[src/rtl/decode_pkg.sv]
// Shared constants for the pipelined decode stage: register index width,
// destination-select encodings and instruction field positions.
package decode_pkg;

  localparam int unsigned REG_AW = 3;

  localparam logic [1:0] RD_RT   = 2'b00;  // instr[7:5]
  localparam logic [1:0] RD_RS   = 2'b01;  // instr[10:8]
  localparam logic [1:0] RD_RD   = 2'b10;  // instr[4:2]
  localparam logic [1:0] RD_LINK = 2'b11;

  localparam int unsigned RS1_LSB   = 8;
  localparam int unsigned RS2_LSB   = 5;
  localparam int unsigned RD_LSB    = 2;
  localparam int unsigned IMM5_MSB  = 4;
  localparam int unsigned IMM8_MSB  = 7;
  localparam int unsigned IMM11_MSB = 10;

endpackage

[src/rtl/decode_regfile.sv]
// Eight-entry register file, two combinational read ports, one write port,
// with optional same-cycle write-to-read forwarding.
module decode_regfile
  import decode_pkg::*;
#(
  parameter int unsigned DATA_W = 16,
  parameter bit          BYPASS = 1'b1
) (
  input  logic              clk_i,
  input  logic              rst_i,
  input  logic              we_i,
  input  logic [REG_AW-1:0] wsel_i,
  input  logic [DATA_W-1:0] wdata_i,
  input  logic [REG_AW-1:0] raddr1_i,
  input  logic [REG_AW-1:0] raddr2_i,
  output logic [DATA_W-1:0] rdata1_o,
  output logic [DATA_W-1:0] rdata2_o
);

  logic [DATA_W-1:0] regs_q [2**REG_AW];

  always_ff @(posedge clk_i or posedge rst_i) begin
    if (rst_i) begin
      for (int i = 0; i < 2**REG_AW; i++) regs_q[i] <= '0;
    end else if (we_i) begin
      regs_q[wsel_i] <= wdata_i;
    end
  end

  always_comb begin
    rdata1_o = regs_q[raddr1_i];
    rdata2_o = regs_q[raddr2_i];
    if (BYPASS && we_i && (wsel_i == raddr1_i)) rdata1_o = wdata_i;
    if (BYPASS && we_i && (wsel_i == raddr2_i)) rdata2_o = wdata_i;
  end

endmodule

[src/rtl/decode_pipe.sv]
// Pipelined decode stage: IF/ID register, register file, load-use interlock,
// flush handling and the ID/EX register.
module decode_pipe
  import decode_pkg::*;
#(
  parameter int unsigned DATA_W   = 16,
  parameter int unsigned NUM_REGS = 8,
  parameter int unsigned LINK_REG = 7,
  parameter bit          BYPASS   = 1'b1
) (
  input  logic              clk,
  input  logic              rst,
  input  logic              if_valid,
  input  logic [15:0]       if_instr,
  input  logic [DATA_W-1:0] if_pc2,
  input  logic              flush,
  output logic [15:0]       id_instr,
  input  logic              id_use_rs1,
  input  logic              id_use_rs2,
  input  logic              id_regwrt,
  input  logic              id_is_load,
  input  logic              id_zext,
  input  logic [1:0]        id_rd_dst,
  input  logic              wb_en,
  input  logic [2:0]        wb_sel,
  input  logic [DATA_W-1:0] wb_data,
  output logic              stall,
  output logic              ex_valid,
  output logic [15:0]       ex_instr,
  output logic [DATA_W-1:0] ex_pc2,
  output logic [DATA_W-1:0] ex_rd1,
  output logic [DATA_W-1:0] ex_rd2,
  output logic [2:0]        ex_wsel,
  output logic              ex_regwrt,
  output logic              ex_is_load,
  output logic [DATA_W-1:0] ex_imm5,
  output logic [DATA_W-1:0] ex_imm8,
  output logic [DATA_W-1:0] ex_imm11
);

  if (NUM_REGS != 8 || DATA_W < 16) begin : g_bad_params
    $error("decode_pipe: NUM_REGS must be 8 and DATA_W must be >= 16");
  end

  localparam logic [REG_AW-1:0] LinkSel = REG_AW'(LINK_REG);

  logic              id_valid_q;
  logic [15:0]       id_instr_q;
  logic [DATA_W-1:0] id_pc2_q;

  logic              ex_valid_q, ex_regwrt_q, ex_is_load_q;
  logic [15:0]       ex_instr_q;
  logic [DATA_W-1:0] ex_pc2_q, ex_rd1_q, ex_rd2_q, ex_imm5_q, ex_imm8_q, ex_imm11_q;
  logic [2:0]        ex_wsel_q;

  logic [REG_AW-1:0] rs1, rs2, wsel_d;
  logic [DATA_W-1:0] rd1, rd2, imm5_d, imm8_d, imm11_d;
  logic              bubble;

  assign rs1 = id_instr_q[RS1_LSB +: REG_AW];
  assign rs2 = id_instr_q[RS2_LSB +: REG_AW];

  decode_regfile #(
    .DATA_W (DATA_W),
    .BYPASS (BYPASS)
  ) u_regfile (
    .clk_i    (clk),
    .rst_i    (rst),
    .we_i     (wb_en),
    .wsel_i   (wb_sel),
    .wdata_i  (wb_data),
    .raddr1_i (rs1),
    .raddr2_i (rs2),
    .rdata1_o (rd1),
    .rdata2_o (rd2)
  );

  // The bubble clears ex_is_load, so a stall never lasts more than one cycle.
  assign stall = id_valid_q & ex_valid_q & ex_is_load_q & ex_regwrt_q &
                 ((id_use_rs1 & (ex_wsel_q == rs1)) | (id_use_rs2 & (ex_wsel_q == rs2)));
  assign bubble = flush | stall;

  always_comb begin
    wsel_d = id_instr_q[RS2_LSB +: REG_AW];
    unique case (id_rd_dst)
      RD_RT:   wsel_d = id_instr_q[RS2_LSB +: REG_AW];
      RD_RS:   wsel_d = id_instr_q[RS1_LSB +: REG_AW];
      RD_RD:   wsel_d = id_instr_q[RD_LSB +: REG_AW];
      RD_LINK: wsel_d = LinkSel;
      default: wsel_d = id_instr_q[RS2_LSB +: REG_AW];
    endcase
  end

  always_comb begin
    imm5_d  = id_zext ? DATA_W'(id_instr_q[IMM5_MSB:0])
                      : {{(DATA_W-5){id_instr_q[IMM5_MSB]}}, id_instr_q[IMM5_MSB:0]};
    imm8_d  = id_zext ? DATA_W'(id_instr_q[IMM8_MSB:0])
                      : {{(DATA_W-8){id_instr_q[IMM8_MSB]}}, id_instr_q[IMM8_MSB:0]};
    imm11_d = {{(DATA_W-11){id_instr_q[IMM11_MSB]}}, id_instr_q[IMM11_MSB:0]};
  end

  always_ff @(posedge clk or posedge rst) begin
    if (rst) begin
      id_valid_q   <= 1'b0;
      id_instr_q   <= '0;
      id_pc2_q     <= '0;
      ex_valid_q   <= 1'b0;
      ex_regwrt_q  <= 1'b0;
      ex_is_load_q <= 1'b0;
      ex_instr_q   <= '0;
      ex_pc2_q     <= '0;
      ex_rd1_q     <= '0;
      ex_rd2_q     <= '0;
      ex_wsel_q    <= '0;
      ex_imm5_q    <= '0;
      ex_imm8_q    <= '0;
      ex_imm11_q   <= '0;
    end else begin
      if (flush) begin
        id_valid_q <= 1'b0;
      end else if (!stall) begin
        id_valid_q <= if_valid;
        id_instr_q <= if_instr;
        id_pc2_q   <= if_pc2;
      end

      if (bubble) begin
        ex_valid_q   <= 1'b0;
        ex_regwrt_q  <= 1'b0;
        ex_is_load_q <= 1'b0;
        ex_instr_q   <= '0;
        ex_pc2_q     <= '0;
        ex_rd1_q     <= '0;
        ex_rd2_q     <= '0;
        ex_wsel_q    <= '0;
        ex_imm5_q    <= '0;
        ex_imm8_q    <= '0;
        ex_imm11_q   <= '0;
      end else begin
        ex_valid_q   <= id_valid_q;
        ex_regwrt_q  <= id_valid_q & id_regwrt;
        ex_is_load_q <= id_valid_q & id_is_load;
        ex_instr_q   <= id_instr_q;
        ex_pc2_q     <= id_pc2_q;
        ex_rd1_q     <= rd1;
        ex_rd2_q     <= rd2;
        ex_wsel_q    <= wsel_d;
        ex_imm5_q    <= imm5_d;
        ex_imm8_q    <= imm8_d;
        ex_imm11_q   <= imm11_d;
      end
    end
  end

  assign id_instr   = id_instr_q;
  assign ex_valid   = ex_valid_q;
  assign ex_instr   = ex_instr_q;
  assign ex_pc2     = ex_pc2_q;
  assign ex_rd1     = ex_rd1_q;
  assign ex_rd2     = ex_rd2_q;
  assign ex_wsel    = ex_wsel_q;
  assign ex_regwrt  = ex_regwrt_q;
  assign ex_is_load = ex_is_load_q;
  assign ex_imm5    = ex_imm5_q;
  assign ex_imm8    = ex_imm8_q;
  assign ex_imm11   = ex_imm11_q;

endmodule

[config.mk]
export PLATFORM = sky130hd
export DESIGN_NAME = decode_pipe
export DESIGN_NICKNAME = d
export VERILOG_FILES = /design/src/rtl/decode_pkg.sv /design/src/rtl/decode_regfile.sv /design/src/rtl/decode_pipe.sv
export SDC_FILE = /design/constraint.sdc
export NUM_CORES = 1
export LEC_CHECK = 0
export ABC_AREA = 0
export BUFFER_PORTS_ARGS = -buffer_cell sky130_fd_sc_hd__buf_4
export CAP_MARGIN = 20
export CORE_ASPECT_RATIO = 1.5
export CORE_MARGIN = 3
export CORE_UTILIZATION = 40
export CTS_BUF_LIST = sky130_fd_sc_hd__clkbuf_2 sky130_fd_sc_hd__clkbuf_4 sky130_fd_sc_hd__clkbuf_8
export CTS_CLUSTER_DIAMETER = 30
export DETAILED_ROUTE_END_ITERATION = 6
export GPL_TIMING_DRIVEN = 0
export HOLD_SLACK_MARGIN = 0.06
export PLACE_DENSITY = 0.57
export RECOVER_POWER = 25
export SYNTH_ARGS = -nofsm -noshare
export SYNTH_HDL_FRONTEND = slang
export SYNTH_SLANG_ARGS = --single-unit
[constraint.sdc]
create_clock -name clk -period 8.94 [get_ports clk]
set_input_delay 0.894 -clock clk [delete_from_list [all_inputs] [get_ports clk]]
set_output_delay 0.894 -clock clk [all_outputs]
set_load 0.02 [all_outputs]
==> run metrics, run 1 <==
clock insertion delay at the later pin of the skew report 0.57 ns; final hold violations 0; area overhead of the layout relative to synthesis 23.3%; clock root buffer master sky130_fd_sc_hd__clkbuf_8; reported max-cap violation count 1; total of fill cells in the finished design 2728; actual slew at the worst max-slew pin 3.42 ns; share of final-layout standard cells stronger than drive strength 1 48.2%; Finished Layout Cells 1566; worst reg-to-reg setup slack 6.74 ns; internal power contribution 2.46 mW; synthesized area divided by synthesized cell count 13.6 um^2; Synth Net Count 972; unique cell type count in the Yosys netlist 42; worst endpoint required time 8.05 ns; pin count of the biggest net entering global routing 89; number of gates given a new drive strength after cts 0; share of power burned in combinational logic 26.8%; Final Instance Area 0.0153 mm^2; cell area reported after detailed placement 0.0143 mm^2; number of cell instances on the worst register-to-register path 5; floorplan row count 78; top flip-flop cell by instance count after synthesis sky130_fd_sc_hd__dfrtp_1; violated checks max-capacitance violations, max-slew violations; largest voltage drop on the vdd net 0.144 mV; Leakage 6.76 nW; remaining routing DRC violations 0; CTS sink count 233; routed via count 8715; minimum hold slack 0.500 ns; via count of the first global-routing pass 9178; count of flip-flops with a built-in enable after synthesis 0; Synth async-reset ratio 100%; routed wire length 36300 um; sort of element at the end of the critical path output port; sequential-to-total area share from yosys stat 47.1%; status finished with violations; clock network fraction of design power 33.8%; setup tns final 0 ns; IO Count 198; end of the critical path stall; number of input and output port buffers inserted 176; maximum clock frequency 292 MHz; final critical path time including I/O delays and setup 3.43 ns; final-report setup violation count 0; post-detail-place hpwl 25000 um; Total Routing Usage GR 21.7%; post-DR vias/cell 5.57; clock tree from TritonCTS yes; antenna fix cells 0; count of state elements after synthesis 233; final weighted congestion of routability-driven global placement 0.794; CTS Buf Count 43; Final nets 1195; hold-fix buffers at CTS 0; max-slew violation count 75; combined area of all synthesized cells 0.0124 mm^2; initial core utilization 40.8%; buffers inserted by post-CTS timing repair 0; die span in x 150 um; Net Sw Power 1.06 mW; clock slew at reported path FFs 0.06 ns; critical path launch point type register; sw frac 30.1%; portion of the clock cycle consumed by the worst path in the final layout 38.3%; mean routed wirelength per cell 23.2 um; synth warn 0; power density cells 231 mW/mm^2; critical path fanouts, max 10; first-pass GRT wire length 55300 um; endpoint of the most critical register-to-register path ex_rd1[8]$_DFF_PP0_; sequential share of power 39.3%; Remaining Overflow, GRT 0; number of cells in the design after placement 1487; iteration-0 DRC count of the detailed router 463; Layout Skew 0.0275 ns; initial antenna violation count 1; H-Tree Level Count 2; crit path kind reg2out; endpoint arrival time on the critical path 2.53 ns; Bufs on Longest Clock Path 3; launching point of the worst reg2reg path id_instr[10]$_DFFE_PP0P_; die outline area 0.0331 mm^2; setup repair after global routing missed its margin false; drt first pass iters 5; Mapped Cells 909; path category of the worst min-delay check reg2reg; start point of the worst min-delay path u_regfile.regs_q[100]$_DFFE_PP0P_; startpoint of the most critical setup path id_instr[8]$_DFFE_PP0P_; die span in y 221 um; antenna-violating nets left 0; floorplan core area 0.0304 mm^2; Worst slew margin -129%
==> sequential cells by signal, summed over array words and instances (netlist names) <==
signal / cells
u_regfile.regs_q: 128
ex_pc2: 16
ex_rd1: 16
ex_rd2: 16
id_instr: 16
id_pc2_q: 16
ex_imm11: 11
ex_instr: 5
ex_wsel: 3
ex_imm5: 1
ex_imm8: 1
ex_is_load: 1
ex_regwrt: 1
ex_valid: 1
id_valid_q: 1
==> logic make-up after synthesis <==
group / Yosys count / synth area share, %
muxes: 227 / 26.8
AOI/OAI and AO/OA: 101 / 8.07
DFF: 233 / 47.1
xor gates and xnor gates: 12 / 0.849
and+or+nand+nor: 189 / 9.32
buffers and inverters: 147 / 7.90
==> cell usage in the layout (no fill, tap or decap), types with 6 or more instances in the layout <==
| master | n |
|---|---|
| sky130_fd_sc_hd__a2111oi_2 | 32 |
| sky130_fd_sc_hd__a22oi_1 | 32 |
| sky130_fd_sc_hd__buf_1 | 13 |
| sky130_fd_sc_hd__buf_2 | 27 |
| sky130_fd_sc_hd__buf_4 | 235 |
| sky130_fd_sc_hd__clkbuf_1 | 27 |
| sky130_fd_sc_hd__clkbuf_4 | 8 |
| sky130_fd_sc_hd__clkbuf_8 | 53 |
| sky130_fd_sc_hd__clkinv_2 | 6 |
| sky130_fd_sc_hd__clkinvlp_4 | 7 |
| sky130_fd_sc_hd__dfrtp_1 | 233 |
| sky130_fd_sc_hd__mux2_1 | 19 |
| sky130_fd_sc_hd__mux2_2 | 112 |
| sky130_fd_sc_hd__mux2i_1 | 32 |
| sky130_fd_sc_hd__mux4_1 | 20 |
| sky130_fd_sc_hd__mux4_2 | 44 |
| sky130_fd_sc_hd__nand3_1 | 64 |
| sky130_fd_sc_hd__nor2_1 | 32 |
| sky130_fd_sc_hd__nor2b_1 | 32 |
| sky130_fd_sc_hd__nor3_1 | 6 |
| sky130_fd_sc_hd__nor3b_1 | 33 |
| sky130_fd_sc_hd__o211ai_1 | 32 |
| sky130_fd_sc_hd__xnor2_1 | 12 |
==> power by group through the flow <==
stage | Combinational, mW | Clock, mW | Sequential, mW
final | 0.945 | 1.19 | 1.39
after detailed placement | 0.954 | 0 | 1.40
after floorplan | 0.605 | 0 | 1.43
after global placement | 0.943 | 0 | 1.39
after CTS | 0.958 | 1.22 | 1.38
after global routing | 1.01 | 1.27 | 1.41
==> worst min path at each step <==
stage | end | cells after the start
floorplan | u_regfile.regs_q[100]$_DFFE_PP0P_ | 1
global placement | u_regfile.regs_q[114]$_DFFE_PP0P_ | 1
detailed placement | u_regfile.regs_q[100]$_DFFE_PP0P_ | 1
CTS | ex_imm11[3]$_DFF_PP0_ | 2
global route | ex_imm5[14]$_DFF_PP0_ | 2
finish | u_regfile.regs_q[100]$_DFFE_PP0P_ | 1
==> metal layers <==
| metal | up-vias | global-route usage [%] | share of wire [%] |
|---|---|---|---|
| met5 | - | 0 | 0.036 |
| li1 | 3866 | - | - |
| met4 | 2 | 7.77 | 3.3 |
| met1 | 4477 | 26.4 | 39 |
| met3 | 71 | 3.59 | 5.3 |
| met2 | 299 | 38.7 | 52 |
==> final cells by class <==
cell class	instances	area (um^2)	area share, %
clock buffer	57	753	4.94
buffer	146	971	6.36
tap	400	500	3.28
inverter	1	5.00	0.0328
sequential	233	5830	38.2
multi-input combinational	529	5560	36.4
clock inverter	22	268	1.75
timing repair buffer	178	1380	9.02
==> synth_stat cells, types with 3 or more instances <==
| cell type | count | area share, % |
|---|---|---|
| sky130_fd_sc_hd__a2111oi_2 | 32 | 3.9 |
| sky130_fd_sc_hd__a22oi_1 | 32 | 1.9 |
| sky130_fd_sc_hd__and4_1 | 3 | 0.21 |
| sky130_fd_sc_hd__buf_1 | 13 | 0.39 |
| sky130_fd_sc_hd__buf_12 | 3 | 0.49 |
| sky130_fd_sc_hd__buf_2 | 27 | 1.1 |
| sky130_fd_sc_hd__buf_4 | 61 | 3.7 |
| sky130_fd_sc_hd__buf_6 | 5 | 0.45 |
| sky130_fd_sc_hd__buf_8 | 4 | 0.49 |
| sky130_fd_sc_hd__clkbuf_1 | 26 | 0.79 |
| sky130_fd_sc_hd__dfrtp_1 | 233 | 47 |
| sky130_fd_sc_hd__mux2_1 | 19 | 1.7 |
| sky130_fd_sc_hd__mux2_2 | 112 | 10 |
| sky130_fd_sc_hd__mux2i_1 | 32 | 2.6 |
| sky130_fd_sc_hd__mux4_1 | 20 | 4.2 |
| sky130_fd_sc_hd__mux4_2 | 44 | 8.0 |
| sky130_fd_sc_hd__nand2_1 | 3 | 0.091 |
| sky130_fd_sc_hd__nand3_1 | 64 | 2.6 |
| sky130_fd_sc_hd__nand4_2 | 4 | 0.40 |
| sky130_fd_sc_hd__nand4b_1 | 3 | 0.21 |
| sky130_fd_sc_hd__nor2_1 | 32 | 0.97 |
| sky130_fd_sc_hd__nor2b_1 | 32 | 1.6 |
| sky130_fd_sc_hd__nor3_1 | 5 | 0.20 |
| sky130_fd_sc_hd__nor3b_1 | 33 | 2.0 |
| sky130_fd_sc_hd__o211ai_1 | 32 | 1.9 |
| sky130_fd_sc_hd__o22ai_1 | 3 | 0.15 |
| sky130_fd_sc_hd__xnor2_1 | 12 | 0.85 |
==> stage by stage <==
| stage | power [mW] | util (%) | setup slack (ns) |
|---|---|---|---|
| after floorplan | 2.04 | - | 1.66 |
| after global placement | 2.33 | 46.8 | -1.24 |
| after detailed placement | 2.36 | 47.0 | 6.05 |
| after CTS | 3.56 | 50.4 | 5.51 |
| after global routing | 3.69 | 50.3 | 5.35 |
| final | 3.52 | 50.3 | 5.51 |
==> worst max-delay path: stages (launching register included) <==
cell	delay, ns
sky130_fd_sc_hd__dfrtp_1	0.42
sky130_fd_sc_hd__buf_2	0.19
sky130_fd_sc_hd__xnor2_1	0.25
sky130_fd_sc_hd__nand4_2	0.28
sky130_fd_sc_hd__a21oi_2	0.25
sky130_fd_sc_hd__buf_8	0.20
sky130_fd_sc_hd__buf_4	0.21
sky130_fd_sc_hd__buf_4	0.16
Note: power is estimated with default switching activity, not from simulation.
==> run 2: changes to the inputs <==
Settings changed: ABC_AREA 0 to 1, PLACE_DENSITY 0.57 to 0.6.
Clock period 8.94 ns to 2.99 ns, I/O delays scaled along.
==> run 2 against run 1 <==
  * First-iteration DRC count up 130%
  * Hold slack got worse by 0.41 ns
  * Utilization grew 3.0 points
  * Sequential share of layout area grew 1.6 points
  * Synthesized cell count up 61%
  * Largest cell class unchanged
  * Final cell count up 36%
  * Die area down 8.5%
  * Total power increased to 2.6 times the previous value
  * Clock power grew to 2.6 times the previous value
  * Sequential cell count is the same
  * Register-to-register slack got worse by 6.1 ns
  * Clock skew down 0.0049 ns
  * Highest routed layer is now met4
  * The run now ends clean
==> run metrics, run 2 <==
largest stage delay on the critical path 0.60 ns (was 0.42 ns); path category of the worst min-delay check in2reg (was reg2reg); clock insertion delay at the later pin of the skew report 0.58 ns (was 0.57 ns); clock slew at reported path FFs 0.06 ns (about the same); die outline area 0.0303 mm^2 (was 0.0331 mm^2); remaining routing DRC violations 0 (unchanged); share of final-layout standard cells stronger than drive strength 1 20.9% (was 48.2%); final hold violations 0 (unchanged); Remaining Overflow, GRT 0 (unchanged); max-slew violation count 0 (was 75); largest voltage drop on the vdd net 0.264 mV (was 0.144 mV); iteration-0 DRC count of the detailed router 1043 (was 463); Layout Skew 0.0227 ns (was 0.0275 ns); area overhead of the layout relative to synthesis 29.8% (was 23.3%); mean routed wirelength per cell 19.8 um (was 23.2 um); Worst slew margin 36.9% (was -129%); Largest register FFs 128 (unchanged); floorplan row count 74 (was 78); main area contributors after synthesis sky130_fd_sc_hd__dfrtp_1 52%, sky130_fd_sc_hd__nand2_1 17%, sky130_fd_sc_hd__nand3_1 11% (was sky130_fd_sc_hd__dfrtp_1 47%, sky130_fd_sc_hd__mux2_2 10%, sky130_fd_sc_hd__mux4_2 8.0%); synthesized area divided by synthesized cell count 7.70 um^2 (was 13.6 um^2); count of flip-flops with a built-in enable after synthesis 0 (unchanged); critical path launch point type register (unchanged); Mapped Cells 1466 (was 909); sort of element at the end of the critical path register (was output port); most frequent standard cell in the layout excluding fill and tap cells sky130_fd_sc_hd__nand2_1 (was sky130_fd_sc_hd__buf_4); CTS sink count 233 (unchanged); final critical path time including I/O delays and setup 2.31 ns; Bufs on Longest Clock Path 3 (unchanged); combined area of all synthesized cells 0.0113 mm^2 (was 0.0124 mm^2); Finished Layout Cells 2135 (was 1566); actual slew at the worst max-slew pin 0.947 ns (was 3.42 ns); reported max-cap violation count 0 (was 1); Final nets 1825 (was 1195); total of fill cells in the finished design 2667 (was 2728); clock root buffer master sky130_fd_sc_hd__clkbuf_8 (unchanged); antenna-violating nets left 0 (unchanged); synth warn 0 (unchanged); Synth async-reset ratio 100% (unchanged); top cell types by occurrence after synthesis 506 x sky130_fd_sc_hd__nand2_1, 257 x sky130_fd_sc_hd__nand3_1, 233 x sky130_fd_sc_hd__dfrtp_1 (was 233 x sky130_fd_sc_hd__dfrtp_1, 112 x sky130_fd_sc_hd__mux2_2, 64 x sky130_fd_sc_hd__nand3_1); unique cell type count in the Yosys netlist 21 (was 42); library cell occupying the most area in the post-synthesis netlist sky130_fd_sc_hd__dfrtp_1 (unchanged); top flip-flop cell by instance count after synthesis sky130_fd_sc_hd__dfrtp_1 (unchanged); initial antenna violation count 0 (was 1); power density cells 633 mW/mm^2 (was 231 mW/mm^2); via count of the first global-routing pass 11100 (was 9178); die span in y 212 um (was 221 um); routed via count 11300 (was 8715); drt first pass iters 7 (was 5); Leakage 7.51 nW (was 6.76 nW); fin worst setup slack 0.679 ns (was 5.51 ns); maximum clock frequency 433 MHz; library cell contributing the largest single delay on the critical path sky130_fd_sc_hd__clkbuf_1 (was sky130_fd_sc_hd__dfrtp_1); Final Instance Area 0.0146 mm^2 (was 0.0153 mm^2); most instantiated library cell after synthesis sky130_fd_sc_hd__nand2_1 (was sky130_fd_sc_hd__dfrtp_1); H-Tree Level Count 2 (unchanged); final-report setup violation count 0 (unchanged); setup repair after global routing missed its margin false (unchanged); critical path fanouts, max 10 (unchanged); sequential-to-total area share from yosys stat 51.7% (was 47.1%); worst endpoint required time 3.45 ns (was 8.05 ns); number of cells in the design after placement 2011 (was 1487); antenna fix cells 0 (unchanged); routed wire length 42200 um (was 36300 um); portion of the clock cycle consumed by the worst path in the final layout 77.3%; area fraction of the dominant cell type after synthesis 51.7% (was 47.1%); clock tree from TritonCTS yes (unchanged); post-detail-place hpwl 31500 um (was 25000 um); Worst path most repeated cell sky130_fd_sc_hd__nor2_1 (was sky130_fd_sc_hd__buf_4); largest register by flop count u_regfile.regs_q (unchanged); number of input and output port buffers inserted 197 (was 176); cell area reported after detailed placement 0.0133 mm^2 (was 0.0143 mm^2); Total Routing Usage GR 27.7% (was 21.7%); pin count of the biggest net entering global routing 41 (was 89); setup slack after placement 0.744 ns (was 6.05 ns); most frequent cells in the layout 506 x sky130_fd_sc_hd__nand2_1, 257 x sky130_fd_sc_hd__nand3_1, 236 x sky130_fd_sc_hd__buf_4, 233 x sky130_fd_sc_hd__dfrtp_1, 132 x sky130_fd_sc_hd__o21ai_0 (was 235 x sky130_fd_sc_hd__buf_4, 233 x sky130_fd_sc_hd__dfrtp_1, 112 x sky130_fd_sc_hd__mux2_2, 64 x sky130_fd_sc_hd__nand3_1, 53 x sky130_fd_sc_hd__clkbuf_8); crit path kind reg2reg (was reg2out); status finished clean (was finished with violations); post-DR vias/cell 5.29 (was 5.57); CTS Buf Count 41 (was 43); Post-Route Utilization 53.3% (was 50.3%); Hold Path Cell Cnt 3 (was 1); final weighted congestion of routability-driven global placement 0.991 (was 0.794); number of cell instances on the worst register-to-register path 8 (was 5); IO Count 198 (unchanged); die span in x 143 um (was 150 um); first-pass GRT wire length 63900 um (was 55300 um); worst path cell trace buf_2 -> o21ai_1 -> nor2_1 -> nand2_1 -> clkbuf_1 -> nand3_1 -> o21ai_0 -> nor2_1 (was buf_2 -> xnor2_1 -> nand4_2 -> a21oi_2 -> buf_8 -> buf_4 -> buf_4); Synth Net Count 1529 (was 972); count of state elements after synthesis 233 (unchanged); floorplan core area 0.0275 mm^2 (was 0.0304 mm^2); initial core utilization 41.0% (was 40.8%); endpoint arrival time on the critical path 2.77 ns (was 2.53 ns); setup tns final 0 ns (unchanged)
run 2: path summary, 6_finish.rpt:
path | slack (ns) | to | start
min in group asynchronous | 0.45 | ex_instr[14]$_DFF_PP0_ | rst
setup / recovery | 0.68 | ex_rd1[13]$_DFF_PP0_ | id_instr[10]$_DFFE_PP0P_
max in group asynchronous | 0.81 | u_regfile.regs_q[24]$_DFFE_PP0P_ | rst
hold / removal | 0.09 | ex_rd1[3]$_DFF_PP0_ | wb_data[3]
hold reg to reg | 0.47 | id_pc2_q[15]$_DFFE_PP0P_ | id_pc2_q[15]$_DFFE_PP0P_
setup reg to reg | 0.68 | ex_rd1[13]$_DFF_PP0_ | id_instr[10]$_DFFE_PP0P_
run 2: per-stage QoR:
step / power (mW) / hold WS [ns]
2_1_floorplan: 5.25 / 0.412
3_3_place_gp: 6.07 / 0.452
3_5_place_dp: 6.13 / 0.365
4_1_cts: 9.32 / 0.0765
5_1_grt: 9.76 / 0.114
6_report: 9.27 / 0.0912
run 2: timing repair:
action | 4_1_cts | 5_1_grt
setup buffers | 0 | 0
endpoints found under the hold margin | 69 | 0
hold buffers | 50 | 0
resized for setup | 0 | 0
run 2: area by class of cell:
| cell class | instances | area (um^2) | area share, % |
|---|---|---|---|
| Tap cell | 342 | 428 | 2.92 |
| Sequential cell | 233 | 5830 | 39.8 |
| Buffer | 142 | 815 | 5.56 |
| Clock buffer | 59 | 762 | 5.20 |
| Timing Repair Buffer | 253 | 2060 | 14.1 |
| Multi-Input combinational cell | 1029 | 4400 | 30.0 |
| Inverter | 62 | 236 | 1.61 |
| Clock inverter | 15 | 119 | 0.811 |
run 2: metal layers:
layer	vias up	wire (um)	track usage [%]
li1	5283	-	-
met1	5327	15600	31.7
met2	537	21000	48.1
met3	142	2800	4.09
met4	0	2830	17.3
met5	-	0	0
run 2: worst max-delay path, delay by kind of cell, from the launching register on:
family | cells | cell delay, ns
compound gates | 2 | 0.33
buf+inv | 2 | 0.85
simple gates | 4 | 0.57
flops | 1 | 0.44
run 2: cells by family (layout without fill, tap and decap cells):
kind of cell / Yosys count / in the layout / synth area share (%)
compound gates: 153 / 153 / 6.89
buf+inv: 204 / 531 / 9.30
simple gates: 876 / 876 / 32.1
flops: 233 / 233 / 51.7
run 2: power by group:
part           switching [mW]  internal (mW)  total, mW  leakage, nW
logic                    1.35          0.830       2.18         4.12
clock network            1.39           1.75       3.13        0.463
registers               0.350           3.62       3.97         2.94
